## config.mk

```make
export PLATFORM = sky130hd
export DESIGN_NAME = axis_pkt_arbiter
export DESIGN_NICKNAME = d
export VERILOG_FILES = /design/src/rtl/axis_pkt_arbiter.sv
export SDC_FILE = /design/constraint.sdc
export NUM_CORES = 1
export LEC_CHECK = 0
export BUFFER_PORTS_ARGS = -buffer_cell sky130_fd_sc_hd__buf_2
export CAP_MARGIN = 20
export CORE_AREA = 2 2 97 99
export DETAILED_ROUTE_END_ITERATION = 10
export DIE_AREA = 0 0 99 101
export MAX_ROUTING_LAYER = met4
export PLACE_DENSITY = 0.81
export SYNTH_ARGS = -nofsm -noshare
export SYNTH_HDL_FRONTEND = slang
export SYNTH_SLANG_ARGS = --single-unit
```

## constraint.sdc

```tcl
create_clock -name ACLK -period 6.1 [get_ports ACLK]
set_clock_uncertainty 0.2 [all_clocks]
set_input_delay 1.22 -clock ACLK [delete_from_list [all_inputs] [get_ports ACLK]]
set_output_delay 1.22 -clock ACLK [all_outputs]
set_load 0.03 [all_outputs]
```

## src/rtl/axis_pkt_arbiter.sv

```systemverilog
// rtl/axis_pkt_arbiter.sv - packet-granular round-robin arbiter for the shared AXIS egress
//
// Purpose: shares one AXI-Stream egress among NUM_SRC sources. One source is granted at a
// time and keeps the grant until its TLAST beat is accepted. Every packet costs exactly one
// idle arbitration cycle.
//
// Ports:
//   ACLK, ARESET          clock, synchronous active-high reset
//   SRC_EN                per-source enable, only looked at while idle
//   S_AXIS_DAT_*          NUM_SRC packed source streams (source i at slice i)
//   M_AXIS_DAT_*          muxed egress stream
//   GRANT_VLD/GRANT_IDX   grant status (index is meaningful while GRANT_VLD=1)
//   PKT_DONE              one-cycle pulse the cycle after a TLAST handshake
//   OVERLONG              sticky per-source flag: a packet ran past MAX_BEATS beats
module axis_pkt_arbiter #(
  parameter int NUM_SRC   = 4,
  parameter int DATA_W    = 32,
  parameter int USER_W    = 8,
  parameter int MAX_BEATS = 4096
) (
  input  logic                         ACLK,
  input  logic                         ARESET,
  input  logic [NUM_SRC-1:0]           SRC_EN,
  input  logic [NUM_SRC*DATA_W-1:0]    S_AXIS_DAT_TDATA,
  input  logic [NUM_SRC*DATA_W/8-1:0]  S_AXIS_DAT_TSTRB,
  input  logic [NUM_SRC*USER_W-1:0]    S_AXIS_DAT_TUSER,
  input  logic [NUM_SRC-1:0]           S_AXIS_DAT_TLAST,
  input  logic [NUM_SRC-1:0]           S_AXIS_DAT_TVALID,
  output logic [NUM_SRC-1:0]           S_AXIS_DAT_TREADY,
  output logic [DATA_W-1:0]            M_AXIS_DAT_TDATA,
  output logic [DATA_W/8-1:0]          M_AXIS_DAT_TSTRB,
  output logic [USER_W-1:0]            M_AXIS_DAT_TUSER,
  output logic                         M_AXIS_DAT_TLAST,
  output logic                         M_AXIS_DAT_TVALID,
  input  logic                         M_AXIS_DAT_TREADY,
  output logic                         GRANT_VLD,
  output logic [2:0]                   GRANT_IDX,
  output logic                         PKT_DONE,
  output logic [NUM_SRC-1:0]           OVERLONG
);

  localparam int STRB_W = DATA_W / 8;
  // Counter must hold MAX_BEATS+1 so that the saturated value still reads as "too long".
  localparam int CNT_W = $clog2(MAX_BEATS + 2);
  localparam logic [CNT_W-1:0] CNT_MAX = CNT_W'(MAX_BEATS);
  localparam logic [CNT_W-1:0] CNT_SAT = CNT_W'(MAX_BEATS + 1);

  typedef enum logic {ST_IDLE, ST_XFER} state_t;

  state_t             state_q, state_d;
  logic [2:0]         grant_q, grant_d;
  logic [2:0]         last_grant_q, last_grant_d;
  logic [CNT_W-1:0]   beat_cnt_q, beat_cnt_d;
  logic               pkt_done_q, pkt_done_d;
  logic [NUM_SRC-1:0] overlong_q, overlong_d;

  logic               xfer;
  logic [NUM_SRC-1:0] sel;
  logic [NUM_SRC-1:0] req;
  logic               g_valid;
  logic               g_last;
  logic               hs;
  logic               found;
  logic [2:0]         rr_idx;
  logic [DATA_W-1:0]  mux_data;
  logic [STRB_W-1:0]  mux_strb;
  logic [USER_W-1:0]  mux_user;

  assign xfer = (state_q == ST_XFER);
  assign req  = S_AXIS_DAT_TVALID & SRC_EN;

  // One-hot decode of the current grant; drives both the mux and the ready fan-out.
  always_comb begin
    sel = '0;
    for (int i = 0; i < NUM_SRC; i++) begin
      sel[i] = (grant_q == 3'(i));
    end
  end

  always_comb begin
    mux_data = '0;
    mux_strb = '0;
    mux_user = '0;
    for (int i = 0; i < NUM_SRC; i++) begin
      if (sel[i]) begin
        mux_data = S_AXIS_DAT_TDATA[i*DATA_W +: DATA_W];
        mux_strb = S_AXIS_DAT_TSTRB[i*STRB_W +: STRB_W];
        mux_user = S_AXIS_DAT_TUSER[i*USER_W +: USER_W];
      end
    end
  end

  assign g_valid = |(sel & S_AXIS_DAT_TVALID);
  assign g_last  = |(sel & S_AXIS_DAT_TLAST);
  assign hs      = xfer & g_valid & M_AXIS_DAT_TREADY;

  assign M_AXIS_DAT_TDATA  = mux_data;
  assign M_AXIS_DAT_TSTRB  = mux_strb;
  assign M_AXIS_DAT_TUSER  = mux_user;
  assign M_AXIS_DAT_TLAST  = g_last;
  // TVALID depends only on the state flop and the granted source, never on egress TREADY.
  assign M_AXIS_DAT_TVALID = xfer & g_valid;
  assign S_AXIS_DAT_TREADY = {NUM_SRC{xfer & M_AXIS_DAT_TREADY}} & sel;

  // Round-robin search starting one past the last completed grant, wrapping at NUM_SRC.
  always_comb begin
    int cand;
    found  = 1'b0;
    rr_idx = last_grant_q;
    cand   = 0;
    for (int k = 1; k <= NUM_SRC; k++) begin
      cand = int'(last_grant_q) + k;
      if (cand >= NUM_SRC) cand = cand - NUM_SRC;
      if (!found && req[cand]) begin
        found  = 1'b1;
        rr_idx = 3'(cand);
      end
    end
  end

  always_comb begin
    state_d      = state_q;
    grant_d      = grant_q;
    last_grant_d = last_grant_q;
    beat_cnt_d   = beat_cnt_q;
    pkt_done_d   = 1'b0;
    overlong_d   = overlong_q;
    case (state_q)
      ST_IDLE: begin
        if (found) begin
          grant_d = rr_idx;
          state_d = ST_XFER;
        end
      end
      ST_XFER: begin
        if (hs) begin
          // This beat pushes the count past MAX_BEATS; flag it but keep transferring.
          if (beat_cnt_q >= CNT_MAX) overlong_d = overlong_q | sel;
          if (g_last) begin
            last_grant_d = grant_q;
            beat_cnt_d   = '0;
            pkt_done_d   = 1'b1;
            state_d      = ST_IDLE;
          end else if (beat_cnt_q != CNT_SAT) begin
            beat_cnt_d = beat_cnt_q + 1'b1;
          end
        end
      end
      default: state_d = ST_IDLE;
    endcase
  end

  always_ff @(posedge ACLK) begin
    if (ARESET) begin
      state_q      <= ST_IDLE;
      grant_q      <= '0;
      last_grant_q <= 3'(NUM_SRC - 1);
      beat_cnt_q   <= '0;
      pkt_done_q   <= 1'b0;
      overlong_q   <= '0;
    end else begin
      state_q      <= state_d;
      grant_q      <= grant_d;
      last_grant_q <= last_grant_d;
      beat_cnt_q   <= beat_cnt_d;
      pkt_done_q   <= pkt_done_d;
      overlong_q   <= overlong_d;
    end
  end

  assign GRANT_VLD = xfer;
  assign GRANT_IDX = grant_q;
  assign PKT_DONE  = pkt_done_q;
  assign OVERLONG  = overlong_q;

endmodule

```

==> out/summary.txt, run 1 <==
status - complete, no violations
syn nets - 488
Leakage - 1.97 nW
Skew-Pair Late Insertion Delay - 0.27 ns
DR vias/cell - 5.31
grt ovf - 0
Worst Path Arrival - 2.36 ns
H-tree levels - 1
max_slew headroom - 35.5%
worst slew pin tran - 0.967 ns
maximum vdd ir drop - 0.0000869 V
io pins - 250
Async SR Flop Fraction - 0%
first-pass GRT wire length - 17400 um
Nets - 723
synthesized area - 0.00298 mm2
clk slew on worst S/H paths - 0.08 ns
HPWL Detailed - 10100 um
reg2reg path depth - 5
CP max FO - 52
die width - 99 um
Required @ worst endpoint - 4.68 ns
Initial DRC Count - 151
highest clock rate - 264 MHz
part of the power in registers - 26.6%
CP endpoint - M_AXIS_DAT_TLAST
Fin. Hold Viols - 0
Most Crowded Layer GR - met2
Initial DRT Pass Iterations - 5
CTS buffer count - 3
r2r startpoint - GRANT_IDX[0]
worst reg-to-reg setup slack - 3.15 ns
fraction of layout cells with a size suffix above 1 - 59.6%
area grow syn2layout - 45.4%
Synth Instances - 288
Post-synth EDFFs - 0
M3 GR Usage - 2.57%
PostCTS Resize Cnt - 0
Pint - 0.000425 W
vias in the first global route - 3285
Worst setup EP type - output pin
Setup Viol. Count Final - 0
gr usage total - 22.6%
clock sinks - 25
Ys Warns - 0
syn avg cell area - 10.3 um2
reg2reg end - beat_cnt_q[5]
wire length per cell - 18.7 um
final period utilization - 62.0%
register area share after synthesis - 16.8%
PD cells - 174 mW/mm2
min-delay worst type - flop to flop
initial core utilization - 33.2%
largest net degree at the start of global routing - 53
# hold bufs at CTS - 0
CTS tree - built
maximum clock path buffer count - 2
Synth Flop Type - dfxtp_1
Period minus WS final - 3.78 ns
Worst Setup SP - GRANT_IDX[0]
minimum hold slack - 0.276 ns
DRT Wirelength - 11900 um
Placer Congestion - 0.991
Psw - 0.000329 W
DRC Markers - 0
combinational power share - 60.2%
Slew Limit Fails - 0
Clk pwr share - 13.2%
DP Cell Count - 629
Pwr Total - 0.000754 W
setup TNS - 0 ns
initial antenna violation count - 3
setup bufs post-CTS - 0
# port buffers - 249
RSZ-0062 raised after global routing - false
worst slack, placed - 2.44 ns
remaining antenna violation count after routing - 0
clock root buffer - clkbuf_8
PnR worst setup slack - 2.32 ns
flops & latches, synth - 25
commonest cells after routing, fill and taps aside - 249 x buf_2, 49 x and2_1, 48 x mux4_2
Die Y-Extent - 101 um
Crit Path Class - flop to output pin
total number of vias - 3378
Startpoint Class - flop
FP Rows - 35
commonest non-fill, non-tap cell in the layout - buf_2
synth unique cells - 45
met1 Resource Use GR - 30.5%
Net Sw Frac - 43.7%
Core ar. - 0.00898 mm2
met2 Track Usage GR - 37.0%
DIE AREA - 0.0100 mm2
Post-Layout Cell Count - 636
Max Cap Viol - 0
[cells in the mapped netlist (all sizes together) (2+ instances only)]
cell / count / area, um2
buf: 9 / 62.6
and2: 52 / 333
nand2b: 3 / 18.8
a21oi: 5 / 25.0
xnor2: 10 / 87.6
nand3: 5 / 25.0
clkbuf: 12 / 45.0
or4: 2 / 15.0
ha: 9 / 113
nor4: 2 / 12.5
nor2: 26 / 97.6
o211ai: 3 / 22.5
dfxtp: 25 / 500
or4b: 2 / 20.0
nand2: 14 / 52.6
nor3: 7 / 35.0
mux4: 50 / 1130
and3: 5 / 31.3
o21ai: 2 / 10.0
nand4: 7 / 43.8
xor2: 3 / 26.3
inv: 9 / 33.8
mux2i: 4 / 40.0
a31oi: 5 / 31.3
[state kept, by name, summed over array words and instances (netlist names)]
name	count
GRANT_IDX	3
GRANT_VLD	1
OVERLONG	4
PKT_DONE	1
beat_cnt_q	13
last_grant_q	3
[worst min-delay path by stage]
stage	start	endpoint	depth (start not counted)
after global placement	OVERLONG[1]	OVERLONG[1]	2
after global routing	OVERLONG[0]	OVERLONG[0]	2
after CTS	OVERLONG[0]	OVERLONG[0]	2
final	OVERLONG[0]	OVERLONG[0]	2
after floorplan	beat_cnt_q[12]	beat_cnt_q[12]	2
after detailed placement	OVERLONG[0]	OVERLONG[0]	2
[stage by stage]
step,utilization [%],cell area (um2)
3_5_place_dp,47.6,4270
5_1_grt,48.2,4330
4_1_cts,48.1,4320
2_1_floorplan,-,2980
3_3_place_gp,47.6,4270
6_report,48.2,4330
[cell families (layout without fill, tap and decap cells)]
kind of cell | after synthesis | in the layout | synth area share, %
simple gates | 132 | 132 | 24.8
mux | 54 | 54 | 39.4
buf+inv | 30 | 264 | 4.75
compound gates | 25 | 25 | 6.60
flops | 25 | 25 | 16.8
xor+xnor | 13 | 13 | 3.83
fa+ha+maj | 9 | 9 | 3.78
other cells | 0 | 3 | 0
[worst max-delay path: stages, from the launching register on]
cell,delay (ns)
dfxtp_4,0.96
mux4_2,0.67
and2_4,0.21
buf_2,0.17
[area by class of cell]
| class | count | area (um2) |
|---|---|---|
| diodes | 3 | 7.51 |
| fillers | 871 | 4650 |
| clock buffers | 4 | 45.0 |
| flip-flops and latches | 25 | 505 |
| inverters | 9 | 33.8 |
| well taps | 111 | 139 |
| repair buffers | 251 | 1260 |
| multi-input cells | 233 | 2330 |
[power by group through the flow]
| stage | clock [W] | combinational, W | sequential, W |
|---|---|---|---|
| floorplan | 0 | 0.000329 | 0.000181 |
| global placement | 0 | 0.000448 | 0.000205 |
| detailed placement | 0 | 0.000454 | 0.000206 |
| CTS | 0.000100 | 0.000455 | 0.000202 |
| global route | 0.000109 | 0.000481 | 0.000206 |
| finish | 0.0000997 | 0.000454 | 0.000200 |
[metal layers]
metal  vias to the layer above  part of all wire [%]
met5                         -                     0
li1                       1569                     -
met4                         0                   1.4
met3                        11                   7.8
met2                       165                    50
met1                      1633                    41
Power figures use the tool's default switching activity.
==> run 2, diff against run 1 <==
CORE_AREA = 2 2 98 100   (was 2 2 97 99)
DIE_AREA = 0 0 100 102   (was 0 0 99 101)
PLACE_DENSITY = 0.8   (was 0.81)
clock period = 3.7 ns   (was 6.1 ns; I/O delays follow)
==> run 2 against run 1 <==
First-iteration DRC count down 28%. Largest cell class unchanged. Clock-buffer cell count down 1. Clock power up 65%.
==> out/summary.txt, run 2 (synthesis gave the netlist of run 1 again) <==
Largest register FFs - 13
total number of vias - 3351
PnR worst setup slack - 0.623 ns
part of the power in registers - 24.3%
DRT Wirelength - 12300 um
Skew-Pair Late Insertion Delay - 0.27 ns
Initial DRT Pass Iterations - 4
remaining antenna violation count after routing - 0
CTS tree - built
highest clock rate - 325 MHz
Die Y-Extent - 102 um
maximum clock path buffer count - 2
fraction of layout cells with a size suffix above 1 - 59.9%
wire length per cell - 19.3 um
largest reg by FF count - beat_cnt_q
Psw - 0.000551 W
final period utilization - 83.2%
Crit Path Class - flop to output pin
Placer Congestion - 0.882
clk slew on worst S/H paths - 0.09 ns
Core ar. - 0.00911 mm2
clock root buffer - clkbuf_8
worst slew pin tran - 0.562 ns
commonest non-fill, non-tap cell in the layout - buf_2
min-delay worst type - flop to flop
io pins - 250
largest net degree at the start of global routing - 45
CP max stage delay - 0.64 ns
# hold bufs at CTS - 0
die width - 100 um
Worst Path Arrival - 2.14 ns
PD cells - 288 mW/mm2
gr usage total - 22.4%
combinational power share - 62.5%
Initial DRC Count - 109
Period minus WS final - 3.08 ns
HPWL Detailed - 10700 um
Fin. Hold Viols - 0
Net Sw Frac - 43.8%
Pwr Total - 0.00126 W
RSZ-0062 raised after global routing - false
PostCTS Resize Cnt - 0
reg2reg path depth - 6
crit-path cells - buf_12 -> mux4_2 -> and2_1 -> buf_2
status - complete, no violations
Pint - 0.000707 W
Required @ worst endpoint - 2.76 ns
first-pass GRT wire length - 17200 um
DIE AREA - 0.0102 mm2
CP max FO - 28
FILL cells - 878
FP Rows - 35
initial antenna violation count - 4
DRC Markers - 0
Nets - 725
CTS buffer count - 3
grt ovf - 0
setup TNS - 0 ns
minimum hold slack - 0.280 ns
H-tree levels - 1
Max Cap Viol - 0
commonest cells after routing, fill and taps aside - 249 x buf_2, 49 x and2_1, 48 x mux4_2
vias in the first global route - 3161
critical path depth in cells - 4
WP buf/inv - 2
DR vias/cell - 5.24
Startpoint Class - flop
Hold Path Depth - 2
design area - 0.00437 mm2
Slew Limit Fails - 0
Clk pwr share - 13.1%
Worst setup EP type - output pin
max_slew headroom - 62.5%
area grow syn2layout - 46.9%
setup bufs post-CTS - 0
delay-heaviest family, CP - flip-flops
Leakage - 1.99 nW
clock sinks - 25
# port buffers - 249
worst slack, placed - 0.864 ns
Post-DP Area - 0.00431 mm2
maximum vdd ir drop - 0.000139 V
initial core utilization - 32.7%
Setup Viol. Count Final - 0
CP max stage cell - dfxtp_4
==> run 2: final cells by class <==
type / count / area [um2] / share of cell area (%)
sequential: 25 / 505 / 11.6
tap: 111 / 139 / 3.18
antenna: 5 / 12.5 / 0.286
clock inverter: 1 / 5.00 / 0.114
multi-input combinational: 233 / 2330 / 53.4
inverter: 9 / 33.8 / 0.773
clock buffer: 3 / 41.3 / 0.944
timing repair buffer: 253 / 1300 / 29.8
==> run 2: metal layers <==
layer / part of all wire [%] / GRT usage, %
met5: 0 / -
met4: 0.59 / 1.90
met3: 8.3 / 4.86
met2: 49 / 36.9
met1: 42 / 29.7
==> run 2: worst paths after layout <==
check,startpoint,end,slack (ns)
max,GRANT_IDX[0],M_AXIS_DAT_TDATA[29],0.62
min,OVERLONG[2],OVERLONG[2],0.28
max reg2reg,last_grant_q[0],GRANT_IDX[0],1.03
min reg2reg,OVERLONG[2],OVERLONG[2],0.28
==> run 2: stage by stage <==
stage / utilization [%] / cells
after floorplan: - / 288
after global placement: 47.4 / 631
after detailed placement: 47.4 / 631
after CTS: 47.9 / 635
after global routing: 48.0 / 639
final: 48.0 / 640
==> run 2: worst reg2reg max path: cells and delay by family (launching register included) <==
family                     cells  cell delay [ns]
DFF                            1             0.69
adders and majority gates      1             0.40
and+or+nand+nor                1             0.39
muxes                          1             0.34
buffers and inverters          1             0.19
AOI/OAI and AO/OA              2             0.34
==> run 2: power by group through the flow <==
stage               clock network (W)  logic [W]  registers [W]
floorplan                           0   0.000543       0.000298
global placement                    0   0.000776       0.000313
detailed placement                  0   0.000789       0.000314
CTS                          0.000168   0.000790       0.000308
global route                 0.000182   0.000835       0.000312
finish                       0.000165   0.000787       0.000306
==> run 3, diff against run 2 <==
clock period = 3 ns   (was 3.7 ns; I/O delays follow)
==> run 3 against run 2 <==
Global-route usage rose by 0.23 points. Clock power rose by 21%. Register-to-register slack got worse by 0.67 ns. Sequential power rose by 19%. Critical path type unchanged. Die area did not move.
==> out/summary.txt, run 3 (synthesis gave the netlist of run 1 again) <==
Slew Limit Fails - 0
maximum clock path buffer count - 2
grt ovf - 0
max_slew headroom - 62.0%
Nets - 726
PostCTS Resize Cnt - 0
Initial DRC Count - 130
clock root buffer - clkbuf_8
clk slew on worst S/H paths - 0.09 ns
# port buffers - 249
largest reg by FF count - beat_cnt_q
Worst Path Arrival - 1.91 ns
Crit Path Class - flop to output pin
Post-DP Area - 0.00432 mm2
remaining antenna violation count after routing - 0
gr usage total - 22.6%
CTS tree - built
maximum vdd ir drop - 0.000167 V
commonest cells after routing, fill and taps aside - 249 x buf_2, 49 x and2_1, 48 x mux4_2
initial antenna violation count - 5
PD cells - 355 mW/mm2
design area - 0.00438 mm2
clock sinks - 25
io pins - 250
highest clock rate - 368 MHz
Fin. Hold Viols - 0
FILL cells - 869
HPWL Detailed - 10600 um
Die Y-Extent - 102 um
FP Rows - 35
status - complete, no violations
reg2reg path depth - 6
min-delay worst type - flop to flop
Core ar. - 0.00911 mm2
vias in the first global route - 3290
H-tree levels - 1
CP max stage cell - mux4_2
crit-path cells - buf_12 -> mux4_2 -> and2_1 -> buf_2
largest net degree at the start of global routing - 48
worst hold start - OVERLONG[2]
die width - 100 um
Largest register FFs - 13
DR vias/cell - 5.33
Required @ worst endpoint - 2.20 ns
fraction of layout cells with a size suffix above 1 - 60.0%
Initial DRT Pass Iterations - 4
CTS buffer count - 3
DRT Wirelength - 12300 um
setup TNS - 0 ns
commonest non-fill, non-tap cell in the layout - buf_2
final period utilization - 90.5%
initial core utilization - 32.7%
Placer Congestion - 0.914
total number of vias - 3420
worst reg-to-reg setup slack - 0.36 ns
area grow syn2layout - 47.2%
Multi-input gate area - 0.00233 mm2
first-pass GRT wire length - 17500 um
# hold bufs at CTS - 0
DRC Markers - 0
Startpoint Class - flop
worst slew pin tran - 0.569 ns
Hold Path End - OVERLONG[2]
CP max FO - 19
Setup Viol. Count Final - 0
CP max stage delay - 0.54 ns
Hold Path Depth - 2
DIE AREA - 0.0102 mm2
r2r startpoint - last_grant_q[0]
setup bufs post-CTS - 0
reg2reg end - GRANT_IDX[0]
Worst setup EP type - output pin
Max Cap Viol - 0
Sequential cell area - 505 um2
RSZ-0062 raised after global routing - false
Skew-Pair Late Insertion Delay - 0.27 ns
Leakage - 2.00 nW
Period minus WS final - 2.71 ns
wire length per cell - 19.1 um
==> run 3: changes by cell type in the layout (fill, tap and decap cells not counted) <==
| cell | delta |
|---|---|
| buf_4 | +1 |
| diode_2 | +1 |
==> run 3: stage by stage <==
step	total power, W	utilization (%)	std cells	setup WS [ns]	hold WS, ns
2_1_floorplan	0.00104	-	288	0.145	0.289
5_1_grt	0.00164	48.1	641	0.180	0.311
3_3_place_gp	0.00135	47.4	632	0.536	0.251
3_5_place_dp	0.00136	47.4	632	0.390	0.267
4_1_cts	0.00156	48.0	636	0.258	0.290
6_report	0.00155	48.1	642	0.285	0.281
==> run 3: how the worst max path moves through the flow <==
stage	slack, ns	from	to	cells past startpoint
global placement	0.54	last_grant_q[0]	GRANT_IDX[0]	6
finish	0.29	GRANT_IDX[0]	M_AXIS_DAT_TDATA[1]	4
floorplan	0.14	GRANT_IDX[0]	M_AXIS_DAT_TDATA[16]	5
detailed placement	0.39	last_grant_q[0]	GRANT_IDX[0]	6
CTS	0.26	GRANT_IDX[0]	M_AXIS_DAT_TDATA[19]	4
global route	0.18	GRANT_IDX[0]	M_AXIS_DAT_TDATA[19]	4
==> run 3: critical path: cells and delay by family, from the launching register on <==
kind,cells,cell delay (ns)
multiplexers,1,0.54
flip-flops,1,0.50
AND/OR/NAND/NOR,1,0.19
buffers and inverters,2,0.39
==> run 3: where the power goes <==
group	switching [W]	total (W)	internal, W
Sequential	0.0000230	0.000364	0.000341
Clock	0.000107	0.000200	0.0000930
Combinational	0.000547	0.000990	0.000443
==> run 3: final cells by class <==
| type | instances | share of cell area [%] |
|---|---|---|
| Multi-Input combinational cell | 233 | 53.3 |
| Timing Repair Buffer | 254 | 29.9 |
| Sequential cell | 25 | 11.5 |
| Tap cell | 111 | 3.17 |
| Clock buffer | 3 | 0.942 |
| Inverter | 9 | 0.771 |
| Antenna cell | 6 | 0.343 |
| Clock inverter | 1 | 0.114 |
==> run 3: layer usage <==
layer / wire (um) / GRT usage (%) / part of all wire [%]
met5: 0 / - / 0
met4: 139 / 4.00 / 1.1
met3: 1150 / 5.88 / 9.3
met2: 5960 / 37.2 / 49
met1: 5040 / 28.7 / 41
